<file path="config.mk">
export PLATFORM = sky130hd
export DESIGN_NAME = openhw_divsqrt_signtrack
export DESIGN_NICKNAME = d
export VERILOG_FILES = /design/src/rtl/openhw_fpu_pkg.sv /design/src/rtl/openhw_divsqrt_signtrack.sv
export SDC_FILE = /design/constraint.sdc
export NUM_CORES = 1
export LEC_CHECK = 0
export CAP_MARGIN = 30
export CELL_PAD_IN_SITES_DETAIL_PLACEMENT = 1
export CELL_PAD_IN_SITES_GLOBAL_PLACEMENT = 1
export CORE_MARGIN = 2
export CORE_UTILIZATION = 27
export CTS_CLUSTER_DIAMETER = 50
export CTS_CLUSTER_SIZE = 14
export DETAILED_ROUTE_END_ITERATION = 12
export PLACE_DENSITY_LB_ADDON = 0.15
export SYNTH_ARGS = -nofsm -noshare
export SYNTH_HDL_FRONTEND = slang
export SYNTH_SLANG_ARGS = --single-unit
</file>
<file path="constraint.sdc">
create_clock -name clk -period 1.6 [get_ports clk]
set_input_delay 0.32 -clock clk [delete_from_list [all_inputs] [get_ports clk]]
set_output_delay 0.32 -clock clk [all_outputs]
set_load 0.02 [all_outputs]
</file>
<file path="src/rtl/openhw_fpu_pkg.sv">
// Shared divsqrt definitions.
//  divsqrt_st_t        : sign-tracker control states
//  DIVSQRT_CNTW_DFLT   : default iteration counter width
//  DIVSQRT_TAGW_DFLT   : default op tag width
package openhw_fpu_pkg;

  typedef enum logic [1:0] {
    ST_IDLE = 2'd0,
    ST_BUSY = 2'd1,
    ST_DONE = 2'd2
  } divsqrt_st_t;

  localparam int unsigned DIVSQRT_CNTW_DFLT = 6;
  localparam int unsigned DIVSQRT_TAGW_DFLT = 5;

  // Sign of the divsqrt result: sqrt ignores the y sign.
  function automatic logic divsqrt_sign(input logic xs, input logic ys, input logic sqrt);
    return xs ^ (ys & ~sqrt);
  endfunction

endpackage

</file>
<file path="src/rtl/openhw_divsqrt_signtrack.sv">
// Divsqrt sign/context tracker.
//  Captures operand signs, sqrt flag and tag when an op is issued, counts the
//  iterations of the divsqrt unit and presents the result sign context to the
//  postprocessor with a valid/ready handshake. One operation in flight.
//  Ports:
//   clk, reset                  clock, synchronous active-high reset
//   FlushE                      abort any in-flight op (beats issue/handshake)
//   IssueValid/IssueReady       issue handshake
//   XsE, YsE, SqrtE, SpecialE   operand signs, op kind, early-out flag
//   NumIterE, TagE              iteration count, opaque tag
//   Busy                        op held (BUSY or DONE)
//   ResValid/ResReady           result handshake
//   QsM, SqrtM, TagM            result sign, captured sqrt flag, captured tag
module openhw_divsqrt_signtrack
  import openhw_fpu_pkg::*;
#(
  parameter int unsigned CNTW = DIVSQRT_CNTW_DFLT,
  parameter int unsigned TAGW = DIVSQRT_TAGW_DFLT
) (
  input  logic            clk,
  input  logic            reset,
  input  logic            FlushE,
  input  logic            IssueValid,
  output logic            IssueReady,
  input  logic            XsE,
  input  logic            YsE,
  input  logic            SqrtE,
  input  logic            SpecialE,
  input  logic [CNTW-1:0] NumIterE,
  input  logic [TAGW-1:0] TagE,
  output logic            Busy,
  output logic            ResValid,
  input  logic            ResReady,
  output logic            QsM,
  output logic            SqrtM,
  output logic [TAGW-1:0] TagM
);

  divsqrt_st_t     state_q, state_d;
  logic [CNTW-1:0] count_q, count_d;
  logic            xs_q, xs_d;
  logic            ys_q, ys_d;
  logic            sqrt_q, sqrt_d;
  logic [TAGW-1:0] tag_q, tag_d;
  logic            accept;

  assign Busy       = (state_q != ST_IDLE);
  assign ResValid   = (state_q == ST_DONE);
  assign IssueReady = ~FlushE & ((state_q == ST_IDLE) | ((state_q == ST_DONE) & ResReady));
  assign accept     = IssueValid & IssueReady;

  assign QsM   = divsqrt_sign(xs_q, ys_q, sqrt_q);
  assign SqrtM = sqrt_q;
  assign TagM  = tag_q;

  always_comb begin
    state_d = state_q;
    count_d = count_q;
    xs_d    = xs_q;
    ys_d    = ys_q;
    sqrt_d  = sqrt_q;
    tag_d   = tag_q;

    if (FlushE) begin
      state_d = ST_IDLE;
      count_d = '0;
    end else begin
      case (state_q)
        ST_BUSY: begin
          // count==0 cannot occur in BUSY; treat it as finished rather than wrap.
          if (count_q > CNTW'(1)) begin
            count_d = count_q - CNTW'(1);
          end else begin
            if (count_q == CNTW'(1)) count_d = '0;
            state_d = ST_DONE;
          end
        end
        ST_DONE: begin
          if (ResReady) state_d = ST_IDLE;
        end
        default: state_d = ST_IDLE;
      endcase

      // accept is only possible in IDLE or in DONE while the result drains,
      // so it overrides the state update above (back-to-back without a bubble).
      if (accept) begin
        xs_d    = XsE;
        ys_d    = YsE;
        sqrt_d  = SqrtE;
        tag_d   = TagE;
        count_d = NumIterE;
        state_d = (SpecialE || (NumIterE == '0)) ? ST_DONE : ST_BUSY;
      end
    end
  end

  always_ff @(posedge clk) begin
    if (reset) begin
      state_q <= ST_IDLE;
      count_q <= '0;
      xs_q    <= 1'b0;
      ys_q    <= 1'b0;
      sqrt_q  <= 1'b0;
      tag_q   <= '0;
    end else begin
      state_q <= state_d;
      count_q <= count_d;
      xs_q    <= xs_d;
      ys_q    <= ys_d;
      sqrt_q  <= sqrt_d;
      tag_q   <= tag_d;
    end
  end

endmodule

</file>
# Yosys cells after proc, flatten, opt, wreduce, memory -nomap -nowiden
# Index checks and enable logic that the tools add are counted.
# word_totals
reg_bits	16
inputBits	20
out_inout_bits	10
elab_cells	40
# op_classes
addsub	1
n_lt_le_gt_ge	1
eq_ne	5
n_mux	9
bitwise	8
n_reduce_logical	10
# op_table
op	count
$mux W6	4
$mux W2	4
$eq A6 B1 Y1 const B	1
$gt A6 B1 Y1 const B	1
$logic_not A6 Y1	1
$reduce_and A2 Y1	3
$sub A6 B1 Y6 const B	1
$and A1 B1 Y1	4
$pmux W2 S2	1
$reduce_bool A2 Y1	2
$ne A3 B1 Y1 const B	1
$ne A3 B3 Y1 const B	1
$reduce_bool A3 Y1	1
$eq A2 B1 Y1 const B	1
$eq A2 B2 Y1 const B	1
$logic_not A2 Y1	1
$not A1 Y1	2
$reduce_or A2 Y1	1
$logic_or A1 B1 Y1	1
$or A1 B1 Y1	1
$xor A1 B1 Y1	1

# Depth between registers and ports, before layout
# Gate-level depths: netlist of the first run.
# depth
ltp_word	7
depth_mapped	6
ltp_nobuf	6

# Worst setup path after synthesis of the first run
# No wires, ideal clock.
# synth_path
path_kind	register to register
from	reg count_q[0]
to	reg count_q[5]
setup_ns	0.074
t_arrival_ns	1.468
required_ns	1.526
setup_slack_ns	0.058
path_stages_with_launch	5
path_buffers	0
period_less_slack_ns	1.542
cell_sequence	dfxtp_1 > or4_4 > or3_1 > a21o_1 > a31oi_1
# synth_via
elab_chain_len	4
elab_cells_between_ends	8
classes_between	1 x add/sub; 1 x order compare; 1 x eq/ne; 3 x mux; 2 x reduce/logical
# synth_lines
item	line	text
from (decl)	openhw_divsqrt_signtrack.sv:40	logic [CNTW-1:0] count_q, count_d;
from (signal assigned)	openhw_divsqrt_signtrack.sv:107	count_q <= count_d;
$sub A6 B1 Y6 or $gt A6 B1 Y1 (tied branches)	openhw_divsqrt_signtrack.sv:72, openhw_divsqrt_signtrack.sv:71	
$mux W6	openhw_divsqrt_signtrack.sv:71	if (count_q > CNTW'(1)) begin
$mux W6	openhw_divsqrt_signtrack.sv:68	case (state_q)
$mux W6	openhw_divsqrt_signtrack.sv:86	if (accept) begin
# Several ways; a longest one is shown, not always the timed one. The select of a mux whose other input is x is not followed.
# A chain may end at the register's enable or synchronous reset.

# Worst setup path in the final report of the first run
# layout_path
from	reg count_q[2]
to	reg count_q[5]
# Same word-level chain as after synthesis.

==> impl_metrics.tcl, run 1 <==
set metrics [dict create \
    status "finished with violations" \
    power.density_nw_per_um2 670.6 \
    cp_max_fo 3 \
    ant_nets 0 \
    max_freq_mhz 612.5 \
    leakagePower_nw 0.6527 \
    min_to "TagM[2]$_SDFFE_PP0P_" \
    drt_wl_total_um 2876 \
    grt_pass1_wl_um 4954 \
    syn2layout_area_growth_pct 69.04 \
    synth_cell_types 34 \
    drt-initial-drc-count 20 \
    worst_slack_ns -0.03257 \
    syn_avg_cell_area_um2 7.928 \
    fin_skew_ns 0.007461 \
    maxSlewViolCount 0 \
    vias 950 \
    r2r-end "count_q[5]$_SDFFE_PP0P_" \
    antenna_found_initial 0 \
    rows 20 \
    ioPinCount 30 \
    synth_flop_cell "dfxtp_1" \
    ff2ff_path_depth 4 \
    final_core_util_pct 46.81 \
    place_hpwl_um 2164 \
    rrSetupSlack_ns -0.03 \
    rsz0062_at_grt "true" \
    routedWlPerCell_um 15.38 \
    peakVddDrop_v 0.0004047 \
    nets 177 \
    hold_class "reg -> reg" \
    layout.cells.non_filler 187 \
    fillers 364 \
    cp-end-kind "register" \
    start_util_pct 27.69 \
    slowest_stage "or4_4" \
    netlist_area_um2 824.5 \
    slowest_delay_ns 0.55 \
    synth_edf_count 0 \
    maxCapViolCount 0 \
    cts_buffers 3 \
    core_um2 2978 \
    setup_violations 1 \
    fp.dieW_um 59.26 \
    htree_levels 1 \
    worst_setup_path_start_kind "register" \
    cts_buffer_depth 2 \
    num_antenna_cells 0 \
    portBuffers 29 \
    yosysWarnings 0 \
    syn-instance-count 104 \
    die_h_um 59.26 \
    dp.cells 180 \
    syn_nets 126 \
    worstReg2RegStart "count_q[2]$_SDFFE_PP0P_" \
    clk_pin_slew_ns 0.11 \
    dr.pass1.iters 4 \
    critPathKind "reg -> reg" \
    drive_gt1_share_pct 29.87 \
    violations "setup timing" \
    worstMarginPinSlew_ns 0.3409 \
    path_cells "or4_4 > or3_4 > a21o_1 > a31oi_1" \
    relSlewSlack_pct 77.23 \
    seq_area_frac_synth_pct 38.85 \
    fp.dieArea_um2 3512 \
    track_usage_pct 18.80 \
    clock_latency_ns 0.29 \
    drc 0 \
    cts_tree "yes" \
    grt_max_degree 10 \
    async_flop_share_pct 0 \
    grt_pass1_vias 1048 \
    holdPathStages 2 \
    clkSinkCount 16 \
    grt.overflow.total 0 \
    place.gp.congestion 0.7864 \
    hold_violations 0 \
    viasPerCell 5.080 \
    worst-endpoint-required_ns 1.83 \
    root_buffer "clkbuf_4" \
    crit_arrival_ns 1.86 \
    min_from "TagM[2]$_SDFFE_PP0P_" \
    finalCritPeriodShare_pct 102.0 \
    finalCriticalPeriod_ns 1.633 \
    synth-seq-cells 16 \
    cts_hold_buf 0 \
]
==> worst max path at each step <==
stage                         endpoint                     from  slack, ns  cells past startpoint
6_report       count_q[5]$_SDFFE_PP0P_  count_q[2]$_SDFFE_PP0P_      -0.03                      4
5_1_grt        count_q[5]$_SDFFE_PP0P_  count_q[2]$_SDFFE_PP0P_      -0.09                      4
4_1_cts        count_q[5]$_SDFFE_PP0P_  count_q[2]$_SDFFE_PP0P_      -0.04                      4
3_5_place_dp                IssueReady                   FlushE      -0.32                      4
3_3_place_gp                IssueReady                   FlushE      -0.26                      4
2_1_floorplan  count_q[5]$_SDFFE_PP0P_  count_q[0]$_SDFFE_PP0P_       0.06                      4
==> critical path: cells and delay by family (launching register included) <==
family             cells  cell delay [ns]
DFF                    1             0.35
AOI/OAI and AO/OA      2             0.27
and+or+nand+nor        2             0.95
==> cell usage in the layout (no fill, tap or decap), types with 2 or more instances in the layout <==
cell type	netlist	layout
inv_1	5	3
dlymetal6s2s_1	0	5
nor3_1	3	3
o21ai_0	2	2
inv_2	1	3
a21oi_1	13	13
buf_4	0	20
clkbuf_4	0	3
nand2_1	20	20
dlygate4sd2_1	0	3
clkdlybuf4s50_1	0	19
nor2b_1	2	2
nor2_1	5	4
or4_4	2	2
nand3_1	5	5
nand2b_1	2	2
dfxtp_1	16	12
dfxtp_2	0	3
a2bb2oi_1	4	3
==> Yosys cell counts (2+ instances only) <==
cell type  instances  area share (%)
inv_1              5             2.3
dfxtp_1           16              39
a2bb2oi_1          4             4.2
nor2_1             5             2.3
nor3_1             3             1.8
nor2b_1            2             1.5
ha_1               2             3.0
nand3_1            5             3.0
clkbuf_1           3             1.4
nand2_1           20             9.1
or4_4              2             2.7
nand2b_1           2             1.5
a21oi_1           13             7.9
o21ai_0            2             1.2
==> registers in the layout (all words and copies together) (netlist names) <==
signal,flops
xs_q,1
ys_q,1
count_q,6
SqrtM,1
TagM,5
state_q,2
==> kinds of logic (layout without fill, tap and decap cells) <==
family          count (synthesis)  count (layout)  share of synthesized area, %
simple gates                   43              43                         25.64
buf+inv                        10              60                         4.552
flops                          16              16                         38.85
mux                             1               1                         1.214
compound gates                 31              31                         25.65
xor+xnor                        1               1                         1.062
fa+ha+maj                       2               2                         3.034
==> stage by stage <==
| step | area [µm²] | worst slack [ns] | hold slack [ns] | total power [mW] | TNS [ns] |
|---|---|---|---|---|---|
| after global routing | 1394 | -0.08839 | 0.4903 | 0.9965 | -0.08839 |
| final | 1394 | -0.03257 | 0.4627 | 0.9347 | -0.03257 |
| after CTS | 1348 | -0.04123 | 0.4718 | 0.9467 | -0.07411 |
| after global placement | 1276 | -0.2581 | 0.4435 | 0.6452 | -2.663 |
| after detailed placement | 1276 | -0.3194 | 0.4562 | 0.6518 | -3.467 |
| after floorplan | 824.5 | 0.05800 | 0.4368 | 0.5223 | 0 |
==> where the power goes <==
group          internal (mW)  switching (mW)  total (mW)
clock                  0.139           0.140       0.279
combinational          0.132           0.101       0.233
sequential             0.412          0.0110       0.423
==> per-layer routing <==
metal	vias to the layer above	track usage, %	wire length, µm	part of all wire [%]
met5	-	0	0	0
met4	0	2.922	16	0.56
met3	2	4.803	107	3.7
met2	18	35.16	1595	55
met1	460	21.55	1158	40
li1	470	-	-	-
==> repair_timing <==
item,CTS,global route
pin swaps,5,1
gates resized for setup,15,19
buffers inserted,3,0
setup endpoints to repair,7,22
==> area by class of cell <==
cell class              count  area [µm²]  share of cell area (%)
multi-input cells          78       515.5                   36.98
repair buffers             50       450.4                   32.32
flip-flops and latches     16       327.8                   23.52
well taps                  33       41.29                   2.962
clock buffers               4       36.28                   2.603
inverters                   6       22.52                   1.616
Power figures use the tool's default switching activity.
==> inputs of run 2 (changes only) <==
Settings changed: SKIP_CTS_REPAIR_TIMING set to 1.
==> run 2 against run 1 <==
The run still ends with setup timing left; routed wire length fell by 3.5%; clock skew barely moved; global-route usage fell by 0.72 points; via count fell by 1.4%; maximum frequency rose by 2.0%; sequential share of layout area barely moved; critical endpoint unchanged; largest cell class unchanged.
==> impl_metrics.tcl, run 2 (synthesis results as in run 1) <==
set metrics [dict create \
    status "finished with violations" \
    violations "setup timing" \
    setup_violations 1 \
    grt_max_degree 10 \
    slowest_stage "or4_4" \
    layout.cells.non_filler 185 \
    vias 937 \
    mostFrequentLayoutCells "nand2_1 (20), clkdlybuf4s50_1 (19), buf_4 (18), dfxtp_1 (13), a21oi_1 (13)" \
    grt.overflow.total 0 \
    peakVddDrop_v 0.0004077 \
    drt-initial-drc-count 29 \
    cts_buffer_depth 2 \
    finalCriticalPeriod_ns 1.600 \
    largest-register "count_q" \
    drc 0 \
    finalCritPeriodShare_pct 100.0 \
    place_hpwl_um 2164 \
    start_util_pct 27.69 \
    met3WireLength_um 106 \
    maxCapViolCount 0 \
    fillers 360 \
    hold_violations 0 \
    dp.cells 180 \
    syn2layout_area_growth_pct 69.35 \
    nets 175 \
    routed.top_layer "met4" \
    power.density_nw_per_um2 668.1 \
    dr.pass1.iters 4 \
    met1Wirelength_um 1128 \
    worst-endpoint-required_ns 1.83 \
    fp.dieW_um 59.26 \
    clock_latency_ns 0.29 \
    layout_commonest_cell "nand2_1" \
    portBuffers 29 \
    routedWlPerCell_um 15.00 \
    rsz0062_at_grt "true" \
    path_cells "or4_4 > or3_4 > a21o_1 > a31oi_1" \
    hold_class "reg -> reg" \
    cts_tree "yes" \
    ant_nets 0 \
    leakagePower_nw 0.6957 \
    ioPinCount 30 \
    final_core_util_pct 46.89 \
    fin_skew_ns 0.007376 \
    fin_setup_tns_ns -0.00001488 \
    track_usage_pct 18.08 \
    die_h_um 59.26 \
    slowest_delay_ns 0.55 \
    cp-end-kind "register" \
    clkSinkCount 16 \
    grt_pass1_vias 1005 \
    relSlewSlack_pct 77.53 \
    worst_slack_ns -0.00001488 \
    root_buffer "clkbuf_4" \
    htree_levels 1 \
    grt_pass1_wl_um 4733 \
    drive_gt1_share_pct 26.97 \
    largest_register_ffs 6 \
    drt_wl_total_um 2775 \
    viasPerCell 5.065 \
    antenna_found_initial 0 \
    worstMarginPinSlew_ns 0.3363 \
    crit_arrival_ns 1.83 \
    core_um2 2978 \
    place.gp.congestion 0.7864 \
    maxSlewViolCount 0 \
    fp.dieArea_um2 3512 \
    worst_setup_path_start_kind "register" \
    max_freq_mhz 625.0 \
    cp_max_fo 3 \
    rows 20 \
    num_antenna_cells 0 \
    cts_buffers 3 \
    clk_pin_slew_ns 0.11 \
    critPathKind "reg -> reg" \
    pre_cts_ws_ns -0.3194 \
    met2_wirelength_um 1493 \
]
run 2: cell count changes in the layout (fill, tap and decap cells not counted), sizes merged:
| cell | delta |
|---|---|
| dlygate4sd2 | -3 |
| buf | -3 |
| dlymetal6s2s | +4 |
run 2: path summary, 6_finish.rpt:
path | from | to | slack, ns | depth (start not counted)
worst min register to register | TagM[2]$_SDFFE_PP0P_ | TagM[2]$_SDFFE_PP0P_ | 0.46 | 2
worst max register to register | count_q[2]$_SDFFE_PP0P_ | count_q[5]$_SDFFE_PP0P_ | -0.00001 | 4
worst max-delay path | count_q[2]$_SDFFE_PP0P_ | count_q[5]$_SDFFE_PP0P_ | -0.00001 | 4
worst min-delay path | TagM[2]$_SDFFE_PP0P_ | TagM[2]$_SDFFE_PP0P_ | 0.46 | 2
run 2: critical path: cells and delay by family, from the launching register on:
family | cells | cell delay [ns]
DFF | 1 | 0.36
and+or+nand+nor | 2 | 0.89
AOI/OAI and AO/OA | 2 | 0.28
run 2: layout make-up:
cell class | instances | area [µm²] | share of cell area [%]
well taps | 33 | 41.29 | 2.957
repair buffers | 48 | 454.2 | 32.53
flip-flops and latches | 16 | 329.1 | 23.57
multi-input cells | 78 | 513.0 | 36.74
inverters | 6 | 22.52 | 1.613
clock buffers | 4 | 36.28 | 2.599
run 2: per-stage QoR:
step / power (mW) / cell area [µm²] / hold WS (ns)
2_1_floorplan: 0.5223 / 824.5 / 0.4368
3_3_place_gp: 0.6452 / 1276 / 0.4435
3_5_place_dp: 0.6518 / 1276 / 0.4562
4_1_cts: 0.9433 / 1313 / 0.4718
5_1_grt: 0.9922 / 1396 / 0.4903
6_report: 0.9329 / 1396 / 0.4628
run 2: report_power, final:
group          internal (mW)  switching, mW  leakage [nW]
clock network          0.139          0.142        0.0210
logic                  0.131         0.0990         0.542
registers              0.411         0.0109         0.132
total                  0.681          0.252         0.696
run 2: per-layer routing:
layer,global-route usage [%],vias up
met2,32.65,18
met4,4.221,0
met5,0,-
li1,-,467
met3,5.022,4
met1,20.88,448
==> inputs of run 3 (changes only) <==
Settings changed: CORE_UTILIZATION 27 to 35, DONT_BUFFER_PORTS set to 1, SETUP_SLACK_MARGIN set to 0.1.
==> run 3 against run 2 <==
The run still ends with setup timing left; clock skew shrank 0.0026 ns; first-iteration DRC count is 62% lower; global-route usage is 0.73 points lower; register-to-register slack got worse by 0.02 ns; worst hold slack worse by 0.37 ns; clock power down 6%; routed wire length is 23% lower; largest cell class unchanged; highest routed layer unchanged.
==> impl_metrics.tcl, run 3 (synthesis results as in run 1) <==
set metrics [dict create \
    drt_wl_total_um 2146 \
    largest_register_ffs 6 \
    min_from "reset" \
    grt_pass1_vias 787 \
    leakagePower_nw 0.3911 \
    crit_arrival_ns 1.83 \
    die_h_um 52.54 \
    rows 17 \
    syn2layout_area_growth_pct 20.94 \
    mostFrequentLayoutCells "nand2_1 (20), a21oi_1 (13), dfxtp_1 (12), buf_4 (11)" \
    status "finished with violations" \
    rsz0062_at_grt "true" \
    drive_gt1_share_pct 24.35 \
    cts_buffer_depth 2 \
    cp-end-kind "register" \
    portBuffers 0 \
    fp.dieArea_um2 2760 \
    slowest_delay_ns 0.53 \
    place.gp.congestion 0.8388 \
    nets 138 \
    grt_max_degree 11 \
    core_um2 2212 \
    maxSlewViolCount 0 \
    seq_area_um2 327.8 \
    vias 778 \
    layout.cells.non_filler 143 \
    cts_buffers 3 \
    ioPinCount 30 \
    track_usage_pct 17.34 \
    routedWlPerCell_um 15.01 \
    fillers 296 \
    place_hpwl_um 1726 \
    setup_violations 1 \
    dr.pass1.iters 4 \
    rrSetupSlack_ns -0.02 \
    htree_levels 1 \
    finalCriticalPeriod_ns 1.622 \
    clkSinkCount 16 \
    max_freq_mhz 616.5 \
    fp.dieW_um 52.54 \
    hold_violations 0 \
    num_antenna_cells 0 \
    power.density_nw_per_um2 819.5 \
    ff2ff_path_depth 4 \
    violations "setup timing" \
    total_power_uw 817.2 \
    slowest_stage "or4_4" \
    multiInputGateArea_um2 493.0 \
    critPathKind "reg -> reg" \
    clk_pin_slew_ns 0.10 \
    worst_setup_path_start_kind "register" \
    drt-initial-drc-count 11 \
    fin_skew_ns 0.004768 \
    worstMarginPinSlew_ns 0.3865 \
    worst_slack_ns -0.02213 \
    finalCritPeriodShare_pct 101.4 \
    antenna_found_initial 0 \
    worst-endpoint-required_ns 1.81 \
    largest-register "count_q" \
    worstReg2RegStart "count_q[1]$_SDFFE_PP0P_" \
    maxCapViolCount 0 \
    root_buffer "clkbuf_4" \
    dp.cells 138 \
    cp_max_fo 4 \
    min_to "TagM[1]$_SDFFE_PP0P_" \
    ant_nets 0 \
    hold_class "in -> reg" \
    start_util_pct 37.27 \
    holdPathStages 1 \
    grt_pass1_wl_um 3450 \
    path_cells "or4_4 > or3_1 > a21o_1 > a31oi_1" \
    grt.overflow.total 0 \
    drc 0 \
    peakVddDrop_v 0.0006444 \
    relSlewSlack_pct 74.18 \
    r2r-end "count_q[5]$_SDFFE_PP0P_" \
    layout_commonest_cell "nand2_1" \
    viasPerCell 5.441 \
    cts_tree "yes" \
    clock_latency_ns 0.28 \
]
run 3: cell types whose count changed in the layout (fill, tap and decap cells not counted), moves of 2 or more:
| cell | delta |
|---|---|
| inv_1 | +2 |
| buf_4 | -7 |
| dlymetal6s2s_1 | -9 |
| clkdlybuf4s50_1 | -19 |
| dfxtp_2 | +2 |
| inv_2 | -2 |
run 3: critical path: cells and delay by family, from the launching register on:
kind            cells  cell delay, ns
compound gates      2            0.29
simple gates        2            0.91
flops               1            0.35
run 3: metrics by stage:
step | area [µm²] | hold slack (ns) | setup TNS (ns) | utilization (%) | setup slack (ns)
after floorplan | 827.0 | 0.4368 | 0 | - | 0.07836
final | 997.2 | 0.08978 | -0.02213 | 45.08 | -0.02213
after global placement | 922.1 | 0.3902 | 0 | 41.69 | 0.003235
after global routing | 997.2 | 0.06881 | -0.09833 | 45.08 | -0.07678
after CTS | 958.4 | 0.08454 | -0.05908 | 43.33 | -0.02057
after detailed placement | 922.1 | 0.3918 | 0 | 41.69 | 0.006555
run 3: worst max-delay path by stage:
stage	startpoint	end	slack, ns
floorplan	count_q[1]$_SDFFE_PP0P_	count_q[5]$_SDFFE_PP0P_	0.08
global placement	count_q[2]$_SDFFE_PP0P_	state_q[1]$_SDFFE_PP0P_	0.003
detailed placement	count_q[2]$_SDFFE_PP0P_	state_q[1]$_SDFFE_PP0P_	0.007
CTS	count_q[2]$_SDFFE_PP0P_	state_q[1]$_SDFFE_PP0P_	-0.02
global route	count_q[0]$_SDFFE_PP0P_	count_q[5]$_SDFFE_PP0P_	-0.08
finish	count_q[1]$_SDFFE_PP0P_	count_q[5]$_SDFFE_PP0P_	-0.02
run 3: cell type report:
class                      count  area share, %
inverter                       6          2.258
timing repair buffer          11          8.281
sequential                    16          32.87
multi-input combinational     78          49.44
clock buffer                   4          3.639
tap                           28          3.513
run 3: metal layers:
| layer | global-route usage (%) | vias to the layer above | wire length [µm] |
|---|---|---|---|
| li1 | - | 392 | - |
| met1 | 19.96 | 368 | 884 |
| met2 | 31.04 | 16 | 1109 |
| met3 | 3.714 | 2 | 135 |
| met4 | 6.410 | 0 | 17 |
| met5 | 0 | - | 0 |
run 3: where the power goes:
group / internal (mW) / switching, mW / leakage, nW / total (mW)
clock network: 0.138 / 0.126 / 0.0210 / 0.265
logic: 0.0569 / 0.0652 / 0.238 / 0.122
registers: 0.412 / 0.0182 / 0.132 / 0.430
total: 0.607 / 0.210 / 0.391 / 0.817
